### src/rtl/unified_mem_arbiter_pkg.sv
// Shared definitions for the unified memory arbiter: access size codes,
// FSM state and grant encodings, and per-size beat helpers.
package unified_mem_arbiter_pkg;

    localparam logic [1:0] SZ_BYTE = 2'b00;
    localparam logic [1:0] SZ_HALF = 2'b01;
    localparam logic [1:0] SZ_WORD = 2'b10;

    typedef enum logic [1:0] {
        IDLE = 2'd0,
        XFER = 2'd1,
        DONE = 2'd2
    } state_e;

    typedef enum logic {
        G_IF  = 1'b0,
        G_MEM = 1'b1
    } grant_e;

    // Size code 11 is handled as a word.
    function automatic logic [2:0] beats_for(input logic [1:0] size);
        case (size)
            SZ_BYTE: return 3'd1;
            SZ_HALF: return 3'd2;
            default: return 3'd4;
        endcase
    endfunction

    function automatic logic [1:0] last_beat(input logic [1:0] size);
        return 2'(beats_for(size) - 3'd1);
    endfunction

    function automatic logic is_misaligned(input logic [1:0] size,
                                           input logic [1:0] addr_lo);
        case (size)
            SZ_BYTE: return 1'b0;
            SZ_HALF: return addr_lo[0];
            default: return addr_lo != 2'b00;
        endcase
    endfunction

endpackage

### src/rtl/unified_mem_arbiter_if.sv
// Bus bundle around the arbiter: IF fetch port, MEM load/store port,
// pipeline stall and the byte-wide RAM port.
//   slave  : arbiter view (requests in, responses and RAM controls out)
//   master : pipeline + RAM view (requests out, responses in)
interface unified_mem_arbiter_if #(
    parameter int ADDR_W = 8
);
    logic              if_req;
    logic [31:0]       if_addr;
    logic [31:0]       if_rdata;
    logic              if_done;

    logic              mem_req;
    logic              mem_rw;
    logic [1:0]        mem_size;
    logic [31:0]       mem_addr;
    logic [31:0]       mem_wdata;
    logic [31:0]       mem_rdata;
    logic              mem_done;
    logic              mem_misalign;

    logic              stall;

    logic              ram_en;
    logic              ram_we;
    logic [ADDR_W-1:0] ram_addr;
    logic [7:0]        ram_wdata;
    logic [7:0]        ram_rdata;

    modport slave (
        input  if_req, if_addr,
        output if_rdata, if_done,
        input  mem_req, mem_rw, mem_size, mem_addr, mem_wdata,
        output mem_rdata, mem_done, mem_misalign,
        output stall,
        output ram_en, ram_we, ram_addr, ram_wdata,
        input  ram_rdata
    );

    modport master (
        output if_req, if_addr,
        input  if_rdata, if_done,
        output mem_req, mem_rw, mem_size, mem_addr, mem_wdata,
        input  mem_rdata, mem_done, mem_misalign,
        input  stall,
        input  ram_en, ram_we, ram_addr, ram_wdata,
        output ram_rdata
    );

endinterface

### src/rtl/unified_mem_arbiter_byte_lane_packer.sv
// Byte lane packer (combinational), big-endian: beat 0 carries the most
// significant byte of the N-byte item.
//   size            : access size code
//   wr_idx, wdata   : beat index and right-aligned store data -> wr_byte
//   rd_idx, rd_byte : beat index and byte read back from RAM
//   rd_cur          : result assembled so far -> rd_next
module unified_mem_arbiter_byte_lane_packer
    import unified_mem_arbiter_pkg::*;
(
    input  logic [1:0]  size,
    input  logic [1:0]  wr_idx,
    input  logic [31:0] wdata,
    output logic [7:0]  wr_byte,
    input  logic [1:0]  rd_idx,
    input  logic [7:0]  rd_byte,
    input  logic [31:0] rd_cur,
    output logic [31:0] rd_next
);

    logic [1:0] wr_pos;
    logic [1:0] rd_pos;

    always_comb begin
        wr_pos  = last_beat(size) - wr_idx;
        rd_pos  = last_beat(size) - rd_idx;
        wr_byte = wdata[{wr_pos, 3'b000} +: 8];
        rd_next = rd_cur;
        rd_next[{rd_pos, 3'b000} +: 8] = rd_byte;
    end

endmodule

### src/rtl/unified_mem_arbiter.sv
// Unified memory arbiter: shares one byte-wide single-port RAM between the
// IF stage (word fetch) and the MEM stage (byte/half/word load/store).
// Each access is serialised into byte beats; stall is held while any
// accepted request is unfinished.
//   CLK  : system clock, rising edge
//   CLR  : asynchronous active-low reset
//   bus  : IF/MEM request ports, stall and RAM port (slave modport)
module unified_mem_arbiter
    import unified_mem_arbiter_pkg::*;
#(
    parameter int ADDR_W        = 8,
    parameter bit LAST_IF_RESET = 1'b0
) (
    input logic                  CLK,
    input logic                  CLR,
    unified_mem_arbiter_if.slave bus
);

    state_e            state_q, state_d;
    grant_e            gnt_q, gnt_d, last_grant_q;
    logic              rw_q, mis_q;
    logic [1:0]        size_q, beat_q;
    logic [31:0]       wdata_q, res_q;
    logic [31:0]       if_rdata_q, mem_rdata_q;
    logic [ADDR_W-1:0] ram_addr_q;
    logic [7:0]        ram_wdata_q;

    logic              req_any, sel_rw, sel_mis, beat_last;
    logic [1:0]        sel_size;
    logic [31:0]       sel_addr;

    logic [1:0]        pk_size, pk_wr_idx, pk_rd_idx;
    logic [31:0]       pk_wdata, pk_rd_next;
    logic [7:0]        pk_wr_byte;

    // Arbitration: on a tie the requester not served last wins.
    always_comb begin
        req_any = bus.if_req | bus.mem_req;
        gnt_d   = G_IF;
        if (bus.if_req && bus.mem_req)
            gnt_d = (last_grant_q == G_IF) ? G_MEM : G_IF;
        else if (bus.mem_req)
            gnt_d = G_MEM;
        sel_size  = (gnt_d == G_MEM) ? bus.mem_size : SZ_WORD;
        sel_addr  = (gnt_d == G_MEM) ? bus.mem_addr : bus.if_addr;
        sel_rw    = (gnt_d == G_MEM) & bus.mem_rw;
        sel_mis   = (gnt_d == G_MEM) & is_misaligned(bus.mem_size, bus.mem_addr[1:0]);
        beat_last = (beat_q == last_beat(size_q));
    end

    // Write side prepares the byte for the coming beat (beat 0 at grant).
    // Read side merges the byte of the previous beat; in DONE it merges
    // the final byte so the full result is visible with the done pulse.
    always_comb begin
        pk_size   = (state_q == IDLE) ? sel_size      : size_q;
        pk_wr_idx = (state_q == IDLE) ? 2'd0          : beat_q + 2'd1;
        pk_wdata  = (state_q == IDLE) ? bus.mem_wdata : wdata_q;
        pk_rd_idx = (state_q == DONE) ? last_beat(size_q) : beat_q - 2'd1;
    end

    unified_mem_arbiter_byte_lane_packer u_packer (
        .size    (pk_size),
        .wr_idx  (pk_wr_idx),
        .wdata   (pk_wdata),
        .wr_byte (pk_wr_byte),
        .rd_idx  (pk_rd_idx),
        .rd_byte (bus.ram_rdata),
        .rd_cur  (res_q),
        .rd_next (pk_rd_next)
    );

    // FSM: state register
    always_ff @(posedge CLK or negedge CLR) begin
        if (!CLR)
            state_q <= IDLE;
        else
            state_q <= state_d;
    end

    // FSM: next state
    always_comb begin
        state_d = state_q;
        case (state_q)
            IDLE: if (req_any) state_d = sel_mis ? DONE : XFER;
            XFER: if (beat_last) state_d = DONE;
            DONE: state_d = IDLE;
            default: state_d = IDLE;
        endcase
    end

    // FSM: outputs
    always_comb begin
        bus.ram_en       = (state_q == XFER);
        bus.ram_we       = (state_q == XFER) & rw_q;
        bus.ram_addr     = ram_addr_q;
        bus.ram_wdata    = ram_wdata_q;
        bus.if_done      = (state_q == DONE) & (gnt_q == G_IF);
        bus.mem_done     = (state_q == DONE) & (gnt_q == G_MEM);
        bus.mem_misalign = (state_q == DONE) & mis_q;
        bus.if_rdata     = (bus.if_done & ~rw_q) ? pk_rd_next : if_rdata_q;
        bus.mem_rdata    = (bus.mem_done & ~rw_q & ~mis_q) ? pk_rd_next : mem_rdata_q;
        bus.stall        = (bus.if_req & ~bus.if_done) | (bus.mem_req & ~bus.mem_done);
    end

    // Request latches, beat counter, read assembly and result registers
    always_ff @(posedge CLK or negedge CLR) begin
        if (!CLR) begin
            gnt_q        <= G_IF;
            last_grant_q <= grant_e'(LAST_IF_RESET);
            rw_q         <= 1'b0;
            mis_q        <= 1'b0;
            size_q       <= SZ_BYTE;
            beat_q       <= 2'd0;
            wdata_q      <= '0;
            res_q        <= '0;
            if_rdata_q   <= '0;
            mem_rdata_q  <= '0;
            ram_addr_q   <= '0;
            ram_wdata_q  <= '0;
        end else begin
            case (state_q)
                IDLE: begin
                    if (req_any) begin
                        gnt_q   <= gnt_d;
                        rw_q    <= sel_rw;
                        mis_q   <= sel_mis;
                        size_q  <= sel_size;
                        wdata_q <= bus.mem_wdata;
                        beat_q  <= 2'd0;
                        res_q   <= '0;
                        // RAM-facing registers only move when a beat follows
                        if (!sel_mis) begin
                            ram_addr_q <= sel_addr[ADDR_W-1:0];
                            if (sel_rw) ram_wdata_q <= pk_wr_byte;
                        end
                    end
                end
                XFER: begin
                    if (!rw_q && beat_q != 2'd0) res_q <= pk_rd_next;
                    if (!beat_last) begin
                        beat_q     <= beat_q + 2'd1;
                        ram_addr_q <= ram_addr_q + 1'b1;
                        if (rw_q) ram_wdata_q <= pk_wr_byte;
                    end
                end
                DONE: begin
                    last_grant_q <= gnt_q;
                    if (!rw_q && !mis_q) begin
                        if (gnt_q == G_IF) if_rdata_q  <= pk_rd_next;
                        else               mem_rdata_q <= pk_rd_next;
                    end
                end
                default: ;
            endcase
        end
    end

endmodule

### src/flat_wrapper.sv
// flat-port wrapper written by rule: the top's interface ports become plain ports
module unified_mem_arbiter_flat import unified_mem_arbiter_pkg::*;
#(
    parameter int ADDR_W        = 8,
    parameter bit LAST_IF_RESET = 1'b0
)
  (CLK, CLR, bus_if_req, bus_if_addr, bus_if_rdata, bus_if_done, bus_mem_req, bus_mem_rw, bus_mem_size, bus_mem_addr, bus_mem_wdata, bus_mem_rdata, bus_mem_done, bus_mem_misalign, bus_stall, bus_ram_en, bus_ram_we, bus_ram_addr, bus_ram_wdata, bus_ram_rdata);
  unified_mem_arbiter_if #(.ADDR_W(ADDR_W)) bus_i ();
  input logic CLK;
  input logic CLR;
  input wire logic [$bits(bus_i.if_req)-1:0] bus_if_req;
  input wire logic [$bits(bus_i.if_addr)-1:0] bus_if_addr;
  output wire logic [$bits(bus_i.if_rdata)-1:0] bus_if_rdata;
  output wire logic [$bits(bus_i.if_done)-1:0] bus_if_done;
  input wire logic [$bits(bus_i.mem_req)-1:0] bus_mem_req;
  input wire logic [$bits(bus_i.mem_rw)-1:0] bus_mem_rw;
  input wire logic [$bits(bus_i.mem_size)-1:0] bus_mem_size;
  input wire logic [$bits(bus_i.mem_addr)-1:0] bus_mem_addr;
  input wire logic [$bits(bus_i.mem_wdata)-1:0] bus_mem_wdata;
  output wire logic [$bits(bus_i.mem_rdata)-1:0] bus_mem_rdata;
  output wire logic [$bits(bus_i.mem_done)-1:0] bus_mem_done;
  output wire logic [$bits(bus_i.mem_misalign)-1:0] bus_mem_misalign;
  output wire logic [$bits(bus_i.stall)-1:0] bus_stall;
  output wire logic [$bits(bus_i.ram_en)-1:0] bus_ram_en;
  output wire logic [$bits(bus_i.ram_we)-1:0] bus_ram_we;
  output wire logic [$bits(bus_i.ram_addr)-1:0] bus_ram_addr;
  output wire logic [$bits(bus_i.ram_wdata)-1:0] bus_ram_wdata;
  input wire logic [$bits(bus_i.ram_rdata)-1:0] bus_ram_rdata;
  assign bus_i.if_req = bus_if_req;
  assign bus_i.if_addr = bus_if_addr;
  assign bus_if_rdata = bus_i.if_rdata;
  assign bus_if_done = bus_i.if_done;
  assign bus_i.mem_req = bus_mem_req;
  assign bus_i.mem_rw = bus_mem_rw;
  assign bus_i.mem_size = bus_mem_size;
  assign bus_i.mem_addr = bus_mem_addr;
  assign bus_i.mem_wdata = bus_mem_wdata;
  assign bus_mem_rdata = bus_i.mem_rdata;
  assign bus_mem_done = bus_i.mem_done;
  assign bus_mem_misalign = bus_i.mem_misalign;
  assign bus_stall = bus_i.stall;
  assign bus_ram_en = bus_i.ram_en;
  assign bus_ram_we = bus_i.ram_we;
  assign bus_ram_addr = bus_i.ram_addr;
  assign bus_ram_wdata = bus_i.ram_wdata;
  assign bus_i.ram_rdata = bus_ram_rdata;
  unified_mem_arbiter #(.ADDR_W(ADDR_W), .LAST_IF_RESET(LAST_IF_RESET)) u_core (.CLK(CLK), .CLR(CLR), .bus(bus_i));
endmodule
### config.mk
export PLATFORM = sky130hd
export DESIGN_NAME = unified_mem_arbiter_flat
export DESIGN_NICKNAME = d
export VERILOG_FILES = /design/src/rtl/unified_mem_arbiter_pkg.sv /design/src/rtl/unified_mem_arbiter_if.sv /design/src/rtl/unified_mem_arbiter_byte_lane_packer.sv /design/src/rtl/unified_mem_arbiter.sv /design/src/flat_wrapper.sv
export SDC_FILE = /design/constraint.sdc
export NUM_CORES = 1
export LEC_CHECK = 0
export ABC_AREA = 1
export BUFFER_PORTS_ARGS = -buffer_cell sky130_fd_sc_hd__buf_4
export CAP_MARGIN = 40
export CORE_UTILIZATION = 35
export CTS_CLUSTER_DIAMETER = 200
export DETAILED_ROUTE_END_ITERATION = 8
export GPL_TIMING_DRIVEN = 1
export SETUP_SLACK_MARGIN = 0.05
export SYNTH_ARGS = -nofsm -noshare
export SYNTH_HDL_FRONTEND = slang
export SYNTH_HIERARCHICAL = 1
export SYNTH_SLANG_ARGS = --single-unit
### constraint.sdc
create_clock -name CLK -period 3.25 [get_ports CLK]
set_clock_uncertainty 0.1 [all_clocks]
set_input_delay 0.325 -clock CLK [delete_from_list [all_inputs] [get_ports CLK]]
set_output_delay 0.325 -clock CLK [all_outputs]
set_load 0.03 [all_outputs]
==> key figures <==
Status
  – Outcome: complete, but fails checks
  – Failing checks: setup timing

Critical path
  – Startpoint-to-endpoint class of the critical path: reg -> out
  – Crit path largest cell delay: 0.45 ns
  – Maximum net fanout on the critical path: 8
  – Cell breakdown of the critical path: nor2_4, inv_4, nor3_4, a21oi_4, nor2_4, ha_4, xnor2_2, inv_2, ha_4, buf_12, nor2_4, nand3_2, o21ai_2, inv_2, o21ai_4, buf_6
  – Highest-delay cell along the critical path: sky130_fd_sc_hd__dfrtp_2
  – Kind of capture point of the worst setup path: primary output
  – Sort of element at the start of the critical path: flip-flop
  – Arrival time worst endpoint: 3.02 ns
  – Reg-to-Reg End: u_core/mem_rdata_q[30]$_DFFE_PN0P_
  – FF-to-FF Start: u_core/state_q[0]$_DFFE_PN0P_
  – Required time worst endpoint: 2.82 ns
  – Worst path most repeated cell: sky130_fd_sc_hd__nor2_4
  – Worst reg-to-reg setup slack: 0.39 ns
  – Critical path buffer and inverter count: 5
  – Reg2Reg Depth: 17
  – Family with the most delay on the worst path: simple AND/OR/NAND/NOR gates

Yosys
  – Part of the Yosys area used for sequential elements: 46.7%
  – Count of distinct cell types in the synthesized netlist: 33
  – Number of instances in the synthesized netlist: 1118
  – Post-Synthesis Cell Area: 8260 um^2
  – Number of warnings issued by yosys: 6
  – Primary flip-flop cell chosen by synthesis mapping: sky130_fd_sc_hd__dfrtp_1
  – Count of flip-flops with a built-in enable after synthesis: 0
  – Proportion of register bits with asynchronous set or reset after synthesis: 100%
  – Portion of synthesized cell area occupied by the leading cell type: 46.7%
  – Leading post-synthesis cells by instance count: sky130_fd_sc_hd__nand2_1, sky130_fd_sc_hd__o21ai_0, sky130_fd_sc_hd__inv_1
  – Most repeated cell in the gate-level netlist after synthesis: sky130_fd_sc_hd__nand2_1
  – Post-synthesis cell type with the largest combined area: sky130_fd_sc_hd__dfrtp_1
  – Synthesized area divided by synthesized cell count: 7.39 um^2
  – Largest cells by area after synthesis: sky130_fd_sc_hd__dfrtp_1, sky130_fd_sc_hd__o21ai_0, sky130_fd_sc_hd__nand2_1, sky130_fd_sc_hd__inv_1, sky130_fd_sc_hd__nand3_1
  – Number of nets produced by synthesis: 1235
  – Synth Register Bits: 154

STA
  – Measured slew at the worst slew-check pin: 0.663 ns
  – Minimum clock period after layout: 3.44 ns
  – F_max: 0.290 GHz
  – Final number of hold-violating endpoints: 0
  – Final slew viol count: 0
  – Period utilization: 106%
  – Final worst setup slack: -0.192 ns
  – Min Hold Slack: 0.0709 ns
  – Setup repair after global routing missed its margin: true
  – Setup TNS: -8.17 ns
  – Headroom to the max-slew limit: 55.8%
  – Number of setup violations in the final report: 64

Global route
  – Global-route total usage across every layer: 18.9%
  – Congestion Overflow GR: 0
  – Largest net degree at the start of global routing: 97
  – First-pass GRT wire length: 36.4 mm
  – Antenna violations before repair: 0
  – Number of global-route vias before repair: 7375

Drt
  – Number of design rule violations left after detail routing: 0
  – Number of vias after detailed routing: 7695
  – Number of design-rule violations left by the first detailed-router iteration: 437
  – Wire length reported by the detailed router: 22.1 mm
  – Antenna viol nets, final: 0
  – Vias per inst: 4.77
  – First drt pass iteration count: 5
  – Routed length per placed instance: 13.7 um

Floorplan
  – Initial Util: 36.0%
  – Die height: 156 um
  – Std-Cell Core Area: 22900 um^2
  – Die ar.: 24200 um^2
  – Die span in x: 156 um
  – Number of cell rows: 55
  – I/O pin count: 197

Hold path
  – Startpoint of the most critical hold path: bus_mem_wdata[10]
  – Worst hold path depth: 3
  – Terminating pin of the worst hold path: u_core/wdata_q[10]$_DFFE_PN0P_
  – Min-Delay Path Class: in -> reg

Clock network
  – TritonCTS clock tree: yes
  – Clock sink count: 154
  – Inserted Clock Buffers: 17
  – Number of H-tree levels: 4
  – Clk Latency, worst-skew pair: 0.42 ns
  – Root buf cell: sky130_fd_sc_hd__clkbuf_16
  – Clock buffer depth: 2
  – Clock transition at the registers of the reported paths: 0.07 ns

Placement
  – Port Buffer Count: 148
  – Dpl hpwl: 14.7 mm
  – Final estimated routing congestion in global placement: 0.819

Final layout
  – Share of post-route cells with drive strength above 1: 33.6%
  – Antenna diode instance count: 0
  – Nets: 1403
  – Filler instances: 2170
  – Area Growth Syn to Fin: 44.1%

Flow run
  – Number of violations of the max-capacitance limit: 0
## cell families (layout without fill, tap and decap cells)
group                    after synthesis  after routing  share of synthesized area, %
XOR/XNOR                               2              2                         0.303
adder cells (fa/ha/maj)                6              6                         0.909
flip-flops                           154            154                          46.7
AND/OR/NAND/NOR                      420            420                          21.5
buffers and inverters                232            413                          11.7
AO/OA/AOI/OAI                        304            304                          19.0
## final cells by class
type                            instances  area, um^2  share of cell area (%)
Clock buffer                           18         429                    3.61
Timing Repair Buffer                  210        1860                    15.6
Multi-Input combinational cell        732        4530                    38.1
Inverter                              171         674                    5.67
Sequential cell                       154        3850                    32.4
Clock inverter                         14         160                    1.35
Tap cell                              313         392                    3.29
## registers in the layout (all words and copies together), names as in the netlist, 2 cells and up
| register | cells |
|---|---|
| u_core/res_q | 32 |
| u_core/wdata_q | 32 |
| u_core/bus.ram_addr | 8 |
| u_core/bus.ram_wdata | 8 |
| u_core/state_q | 2 |
| u_core/size_q | 2 |
| u_core/if_rdata_q | 32 |
| u_core/beat_q | 2 |
| u_core/mem_rdata_q | 32 |
## tightest hold or removal path: cells and delay by family
| family | cells | cell delay (ns) |
|---|---|---|
| AOI/OAI and AO/OA | 1 | 0.08 |
| buffers and inverters | 2 | 0.15 |
## per-layer routing
metal	routed length (um)	track usage, %	vias up
met5	0	0	-
met2	10600	32.0	194
met4	210	5.00	0
met1	10300	24.6	3560
li1	-	-	3923
met3	946	3.47	18
## metrics by stage
stage	cell area [um^2]	instances	worst slack, ns	utilization, %
floorplan	9110	1118	0.0548	-
global placement	10500	1540	0.0703	45.7
detailed placement	10500	1540	0.00880	45.7
CTS	11600	1597	-0.159	50.7
global route	11900	1612	-0.337	51.9
finish	11900	1612	-0.192	51.9
## repair_timing
action,4_1_cts,5_1_grt
hold buffers,1,0
setup buffers,24,15
endpoints found under the setup margin,64,64
gates resized for setup,121,41
hold endpoints to repair,49,0
pin swaps,39,15
## how the worst max path moves through the flow
stage / from / depth (start not counted) / endpoint / slack [ns]
2_1_floorplan: u_core/state_q[0]$_DFFE_PN0P_ / 17 / bus_if_rdata[30] / 0.05
3_3_place_gp: u_core/state_q[0]$_DFFE_PN0P_ / 15 / bus_if_rdata[27] / 0.07
3_5_place_dp: u_core/state_q[0]$_DFFE_PN0P_ / 15 / bus_mem_rdata[27] / 0.009
4_1_cts: u_core/state_q[0]$_DFFE_PN0P_ / 16 / bus_if_rdata[27] / -0.16
5_1_grt: u_core/state_q[0]$_DFFE_PN0P_ / 16 / bus_if_rdata[29] / -0.34
6_report: u_core/state_q[0]$_DFFE_PN0P_ / 16 / bus_if_rdata[27] / -0.19
## cell usage in the layout (no fill, tap or decap), types with 2 or more instances in the layout
cell type                      n
sky130_fd_sc_hd__nand2_2      23
sky130_fd_sc_hd__inv_6         6
sky130_fd_sc_hd__buf_4       141
sky130_fd_sc_hd__o22ai_4       7
sky130_fd_sc_hd__inv_2        26
sky130_fd_sc_hd__inv_4        13
sky130_fd_sc_hd__o21ai_2      28
sky130_fd_sc_hd__o21ai_1      16
sky130_fd_sc_hd__dfrtp_1     153
sky130_fd_sc_hd__o211ai_1      2
sky130_fd_sc_hd__ha_4          2
sky130_fd_sc_hd__bufinv_16     2
sky130_fd_sc_hd__o21ai_0     183
sky130_fd_sc_hd__clkbuf_16    17
sky130_fd_sc_hd__clkinvlp_4    3
sky130_fd_sc_hd__buf_12        3
sky130_fd_sc_hd__o22ai_1       2
sky130_fd_sc_hd__o21ai_4      55
sky130_fd_sc_hd__nand3_2       9
sky130_fd_sc_hd__nand2_1     280
sky130_fd_sc_hd__buf_6        65
sky130_fd_sc_hd__a21oi_1       5
sky130_fd_sc_hd__nor2_1       11
sky130_fd_sc_hd__nand3_1      70
sky130_fd_sc_hd__nor2_4       12
sky130_fd_sc_hd__nand2_4       9
sky130_fd_sc_hd__ha_1          3
sky130_fd_sc_hd__inv_1       131
Power is not shown: default switching activity piles up to over one toggle a cycle in this logic, so the estimate is an artifact.
